<file path="config.mk">
export PLATFORM = sky130hd
export DESIGN_NAME = wshb_arbiter
export DESIGN_NICKNAME = d
export VERILOG_FILES = /design/src/rtl/wshb_arbiter.sv
export SDC_FILE = /design/constraint.sdc
export NUM_CORES = 1
export LEC_CHECK = 0
export CELL_PAD_IN_SITES_DETAIL_PLACEMENT = 1
export CELL_PAD_IN_SITES_GLOBAL_PLACEMENT = 1
export CORE_ASPECT_RATIO = 2
export CORE_MARGIN = 10
export CORE_UTILIZATION = 13
export CTS_CLUSTER_DIAMETER = 200
export CTS_CLUSTER_SIZE = 10
export DETAILED_ROUTE_END_ITERATION = 8
export GPL_TIMING_DRIVEN = 0
export PLACE_DENSITY_LB_ADDON = 0.1
export SLEW_MARGIN = 15
export SYNTH_ARGS = -nofsm -noshare
export SYNTH_HDL_FRONTEND = slang
export SYNTH_SLANG_ARGS = --single-unit
</file>
<file path="constraint.sdc">
create_clock -name clk -period 2.6 [get_ports clk]
set_input_delay 0.39 -clock clk [delete_from_list [all_inputs] [get_ports clk]]
set_output_delay 0.39 -clock clk [all_outputs]
set_load 0.005 [all_outputs]
</file>
<file path="src/rtl/wshb_arbiter.sv">
// Two-master, one-slave Wishbone classic arbiter.
// M0 (video frame reader) and M1 (frame writer / CPU) share the SDRAM slave.
// Grants are round-robin and are held for the whole bus cycle (cyc high).
// A watchdog aborts the owner's cycle if the slave never answers.
//
// state | meaning
// ------+------------------------------------------------------------------
// IDLE  | no owner; slave request lines quiet; arbitrate pending requests
// OWN0  | M0 owns the slave port until it drops m0_cyc (or watchdog fires)
// OWN1  | M1 owns the slave port until it drops m1_cyc (or watchdog fires)
// ABORT | one quiet cycle after a watchdog abort; arbitrates like IDLE
module wshb_arbiter #(
  parameter int TIMEOUT = 256,
  parameter int AW      = 32
) (
  input  logic          clk,
  input  logic          rst,

  input  logic          m0_cyc,
  input  logic          m0_stb,
  input  logic          m0_we,
  input  logic [AW-1:0] m0_adr,
  input  logic [3:0]    m0_sel,
  input  logic [31:0]   m0_dat_ms,
  input  logic [2:0]    m0_cti,
  input  logic [1:0]    m0_bte,
  output logic          m0_ack,
  output logic          m0_err,
  output logic [31:0]   m0_dat_sm,

  input  logic          m1_cyc,
  input  logic          m1_stb,
  input  logic          m1_we,
  input  logic [AW-1:0] m1_adr,
  input  logic [3:0]    m1_sel,
  input  logic [31:0]   m1_dat_ms,
  input  logic [2:0]    m1_cti,
  input  logic [1:0]    m1_bte,
  output logic          m1_ack,
  output logic          m1_err,
  output logic [31:0]   m1_dat_sm,

  output logic          s_cyc,
  output logic          s_stb,
  output logic          s_we,
  output logic [AW-1:0] s_adr,
  output logic [3:0]    s_sel,
  output logic [31:0]   s_dat_ms,
  output logic [2:0]    s_cti,
  output logic [1:0]    s_bte,
  input  logic          s_ack,
  input  logic          s_err,
  input  logic [31:0]   s_dat_sm
);

  typedef enum logic [1:0] {
    IDLE  = 2'd0,
    OWN0  = 2'd1,
    OWN1  = 2'd2,
    ABORT = 2'd3
  } state_t;

  // A zero TIMEOUT still needs a legal (1-bit) counter even though it never fires.
  localparam int WDW = (TIMEOUT > 0) ? $clog2(TIMEOUT + 1) : 1;
  localparam logic [WDW-1:0] WD_LAST = WDW'((TIMEOUT > 0) ? (TIMEOUT - 1) : 0);
  localparam bit WD_ENABLE = (TIMEOUT > 0);

  state_t         state;
  state_t         state_nxt;
  logic           last;
  logic           last_nxt;
  logic [WDW-1:0] wdog;
  logic [WDW-1:0] wdog_nxt;

  logic           own_stb;
  logic           wd_count;
  logic           wd_fire;
  state_t         arb_pick;

  // Round-robin pick among current requests; last=1 means M1 was served most recently.
  always_comb begin
    arb_pick = IDLE;
    if (m0_cyc && m1_cyc) begin
      arb_pick = last ? OWN0 : OWN1;
    end else if (m0_cyc) begin
      arb_pick = OWN0;
    end else if (m1_cyc) begin
      arb_pick = OWN1;
    end
  end

  // Watchdog qualifier: owner strobing with no slave response this cycle.
  always_comb begin
    own_stb = 1'b0;
    case (state)
      OWN0:    own_stb = m0_stb;
      OWN1:    own_stb = m1_stb;
      default: own_stb = 1'b0;
    endcase
    wd_count = own_stb && !s_ack && !s_err;
    wd_fire  = WD_ENABLE && wd_count && (wdog == WD_LAST);
  end

  // Next-state: owners keep the bus while cyc is high; otherwise re-arbitrate.
  always_comb begin
    state_nxt = state;
    case (state)
      IDLE, ABORT: state_nxt = arb_pick;
      OWN0: begin
        if (wd_fire) begin
          state_nxt = ABORT;
        end else if (!m0_cyc) begin
          state_nxt = arb_pick;
        end
      end
      OWN1: begin
        if (wd_fire) begin
          state_nxt = ABORT;
        end else if (!m1_cyc) begin
          state_nxt = arb_pick;
        end
      end
      default: state_nxt = IDLE;
    endcase
  end

  // Round-robin pointer remembers whichever master most recently took ownership.
  always_comb begin
    last_nxt = last;
    if (state_nxt != state) begin
      if (state_nxt == OWN0) begin
        last_nxt = 1'b0;
      end else if (state_nxt == OWN1) begin
        last_nxt = 1'b1;
      end
    end
  end

  // Watchdog counts consecutive stalled strobes; any response, idle strobe or handover restarts it.
  always_comb begin
    if (wd_fire || !wd_count || (state_nxt != state)) begin
      wdog_nxt = '0;
    end else begin
      wdog_nxt = wdog + 1'b1;
    end
  end

  // State, round-robin pointer and watchdog registers with synchronous reset.
  always_ff @(posedge clk) begin
    if (rst) begin
      state <= IDLE;
      last  <= 1'b1;
      wdog  <= '0;
    end else begin
      state <= state_nxt;
      last  <= last_nxt;
      wdog  <= wdog_nxt;
    end
  end

  // Slave request mux and response routing; everything held quiet while in reset.
  always_comb begin
    s_cyc    = 1'b0;
    s_stb    = 1'b0;
    s_we     = 1'b0;
    s_adr    = '0;
    s_sel    = '0;
    s_dat_ms = '0;
    s_cti    = '0;
    s_bte    = '0;
    m0_ack   = 1'b0;
    m0_err   = 1'b0;
    m1_ack   = 1'b0;
    m1_err   = 1'b0;
    if (!rst) begin
      case (state)
        OWN0: begin
          s_cyc    = m0_cyc;
          s_stb    = m0_stb;
          s_we     = m0_we;
          s_adr    = m0_adr;
          s_sel    = m0_sel;
          s_dat_ms = m0_dat_ms;
          s_cti    = m0_cti;
          s_bte    = m0_bte;
          m0_ack   = s_ack;
          m0_err   = s_err | wd_fire;
        end
        OWN1: begin
          s_cyc    = m1_cyc;
          s_stb    = m1_stb;
          s_we     = m1_we;
          s_adr    = m1_adr;
          s_sel    = m1_sel;
          s_dat_ms = m1_dat_ms;
          s_cti    = m1_cti;
          s_bte    = m1_bte;
          m1_ack   = s_ack;
          m1_err   = s_err | wd_fire;
        end
        default: begin
          // IDLE / ABORT: late slave responses are dropped here.
        end
      endcase
    end
  end

  // Read data is broadcast; each master qualifies it with its own ack.
  assign m0_dat_sm = s_dat_sm;
  assign m1_dat_sm = s_dat_sm;

endmodule

</file>
==> key figures <==
Run status
  • Status: completed

Clock tree
  • CTS buffer count: 3
  • Clock latency at the later pin of the worst-skew pair: 240 ps
  • CTS Buffer Depth: 2
  • Clock tree sinks: 12
  • Max H-tree Level: 1
  • Clk root buf: clkbuf_16
  • Worst-path clk slew: 50 ps
  • TritonCTS clock tree: built

Setup path
  • Crit-path cells: inv_1, ha_4, or2_4, clkbuf_4, nor2_1, clkdlybuf4s50_1
  • WP data arrival: 2150 ps
  • Element type at the critical path end: output port
  • Top Family by Delay on Critical Path: buffers and inverters
  • CP Data Required Time: 2210 ps
  • Slowest cell on the critical path: clkdlybuf4s50_1
  • CP bufs+invs: 3
  • Kind of critical path: reg2out
  • Crit start category: flop
  • Worst-path fanout max: 10
  • Worst path max stage delay: 550 ps

Cells and area
  • Area Overhead vs Synth: 160.6%
  • Layout cells sized above 1: 0.1903
  • Final core occ: 0.3432
  • Most frequent cells in the layout: 251 x clkdlybuf4s50_1, 86 x nor2_1, 72 x a22oi_1
  • Final Net Count: 814
  • Design area: 5583 sq um
  • Commonest non-fill, non-tap cell in the layout: clkdlybuf4s50_1

Timing
  • Worst-Margin Slew: 324.3 ps
  • Slew Limit Fails: 0
  • Slew margin rel.: 0.7838
  • Worst hold slack: 420.8 ps
  • RSZ-0062 raised after global routing: false
  • Max Clock Freq: 394.1 MHz
  • Endpoints failing hold: 0
  • Clk_skew: 8.201 ps
  • Final Critical Period: 2537 ps
  • Setup Viol. Count Final: 0
  • Final setup TNS: 0 ps
  • Final cycle utilization of the critical path: 0.9759

Place
  • HPWL after DPL: 16500 microns
  • Cell Area, Placed: 5390 sq um
  • Placer Congestion: 0.7963
  • PortBufs: 299

Global routing
  • First-pass GRT wire length: 26420 microns
  • Largest net degree at the start of global routing: 11
  • Vias in the first global route: 3787
  • Initial antenna violation count: 3
  • GRT Util Overall: 0.1523
  • Remaining Overflow, GRT: 0

Power and ir drop
  • Peak supply drop: 0.0004629 V
  • Power Density: 591.2 nW/um^2
  • Total chip power: 3301 uW
  • Leak: 0.002352 uW

Synth
  • Post-synth cell types: 34
  • #FFs+latches synth: 12
  • Syn avg cell area: 6.757 sq um
  • Sequential element share of the synthesized area: 0.1121
  • Synth Flop Type: dfxtp_1
  • Synth warnings: 0
  • Syn nets: 510
  • EDFF count, synth: 0
  • Syn Inst Count: 317
  • Mapped Area: 2142 sq um
  • Asr flop ratio synth: 0

Die
  • Die width: 110.8 microns
  • CORE AREA: 16270 sq um
  • Initial Util: 0.1317
  • Row cnt: 66
  • DIE HEIGHT: 201.5 microns
  • Die ar.: 22320 sq um
  • I/O pin total: 332

Route
  • Initial DRC count: 69
  • Wire per inst: 22.12 microns
  • Total number of vias: 3460
  • 1st-pass router iterations: 4
  • Post-route ant nets: 0
  • # DRC: 0
  • Vias per std cell: 4.184
  • Post-Route WL: 18300 microns

Worst hold path
  • Worst hold path class: reg2reg

Run
  • Max cap viols: 0
## cell families (layout without fill, tap and decap cells)
| family | Yosys count | in the layout | synth area share |
|---|---|---|---|
| other | 0 | 3 | 0 |
| DFF | 12 | 12 | 0.1121 |
| adders and majority gates | 5 | 5 | 0.02921 |
| xor gates and xnor gates | 8 | 8 | 0.03972 |
| and+or+nand+nor | 111 | 111 | 0.2173 |
| AOI/OAI and AO/OA | 83 | 83 | 0.3067 |
| muxes | 2 | 2 | 0.009930 |
| buffers and inverters | 96 | 399 | 0.2850 |
## flip-flops by register name, indices dropped and copies added (netlist names)
register / count
last: 1
state: 2
wdog: 9
## timing repair
action,4_1_cts,5_1_grt
resized for setup,97,15
hold buffers,0,0
setup buffers,1,0
pin swaps,1,2
endpoints found under the setup margin,79,20
## path summary, 6_finish.rpt
check,startpoint,end,slack [ps],cells past startpoint
worst min-delay path,wdog[0],wdog[0],420,1
worst max register to register,wdog[0],last,350,10
worst min register to register,wdog[0],wdog[0],420,1
worst max-delay path,state[0],s_dat_ms[3],60,6
## worst reg2reg max path, delay by kind of cell, from the launching register on
family                     cells  cell delay [ps]
adders and majority gates      3              650
DFF                            1              340
muxes                          1              180
AOI/OAI and AO/OA              3              540
and+or+nand+nor                3              480
## per-layer routing
metal	track usage	share of wire	wire length [microns]
met3	0.05600	0.095	1742
met4	0.01963	0.0095	173
met5	0	0	0
met1	0.1315	0.30	5548
met2	0.3200	0.59	10830
## per-stage QoR
stage               std cells  setup WS [ps]
finish                    827          62.56
global route              827          1.253
CTS                       824          6.931
detailed placement        820         -636.5
global placement          820         -559.6
floorplan                 317          463.1
## final cells by class
cell class,instances,area (sq um)
antenna,3,7.507
buffer,90,666.9
clock buffer,4,88.84
fill,2037,10690
inverter,5,18.77
multi-input combinational,209,1349
sequential,12,245.2
tap,204,255.2
timing repair buffer,300,2952
## where the power goes
group / total, uW / switching (uW) / leakage, uW / internal (uW)
Clock: 316 / 83.7 / 0.0000442 / 232
Sequential: 241 / 30.5 / 0.0000983 / 211
Combinational: 2740 / 1350 / 0.00221 / 1390
## synthesized netlist by cell type, types with 2 or more instances
cell type | instances | area (sq um)
a22oi_1 | 74 | 555.5
and3b_1 | 2 | 17.52
buf_2 | 2 | 10.01
buf_4 | 64 | 480.5
dfxtp_1 | 12 | 240.2
and3_1 | 3 | 18.77
ha_1 | 5 | 62.56
and2_1 | 2 | 12.51
nand3_1 | 2 | 10.01
nor2_1 | 89 | 334.1
xnor2_1 | 4 | 35.03
clkbuf_1 | 20 | 75.07
xor2_1 | 2 | 17.52
nor2b_1 | 4 | 25.02
nand2_1 | 5 | 18.77
inv_1 | 5 | 18.77
buf_1 | 4 | 15.01
xnor2_2 | 2 | 32.53
No activity file was read; power rests on OpenSTA's default activity.
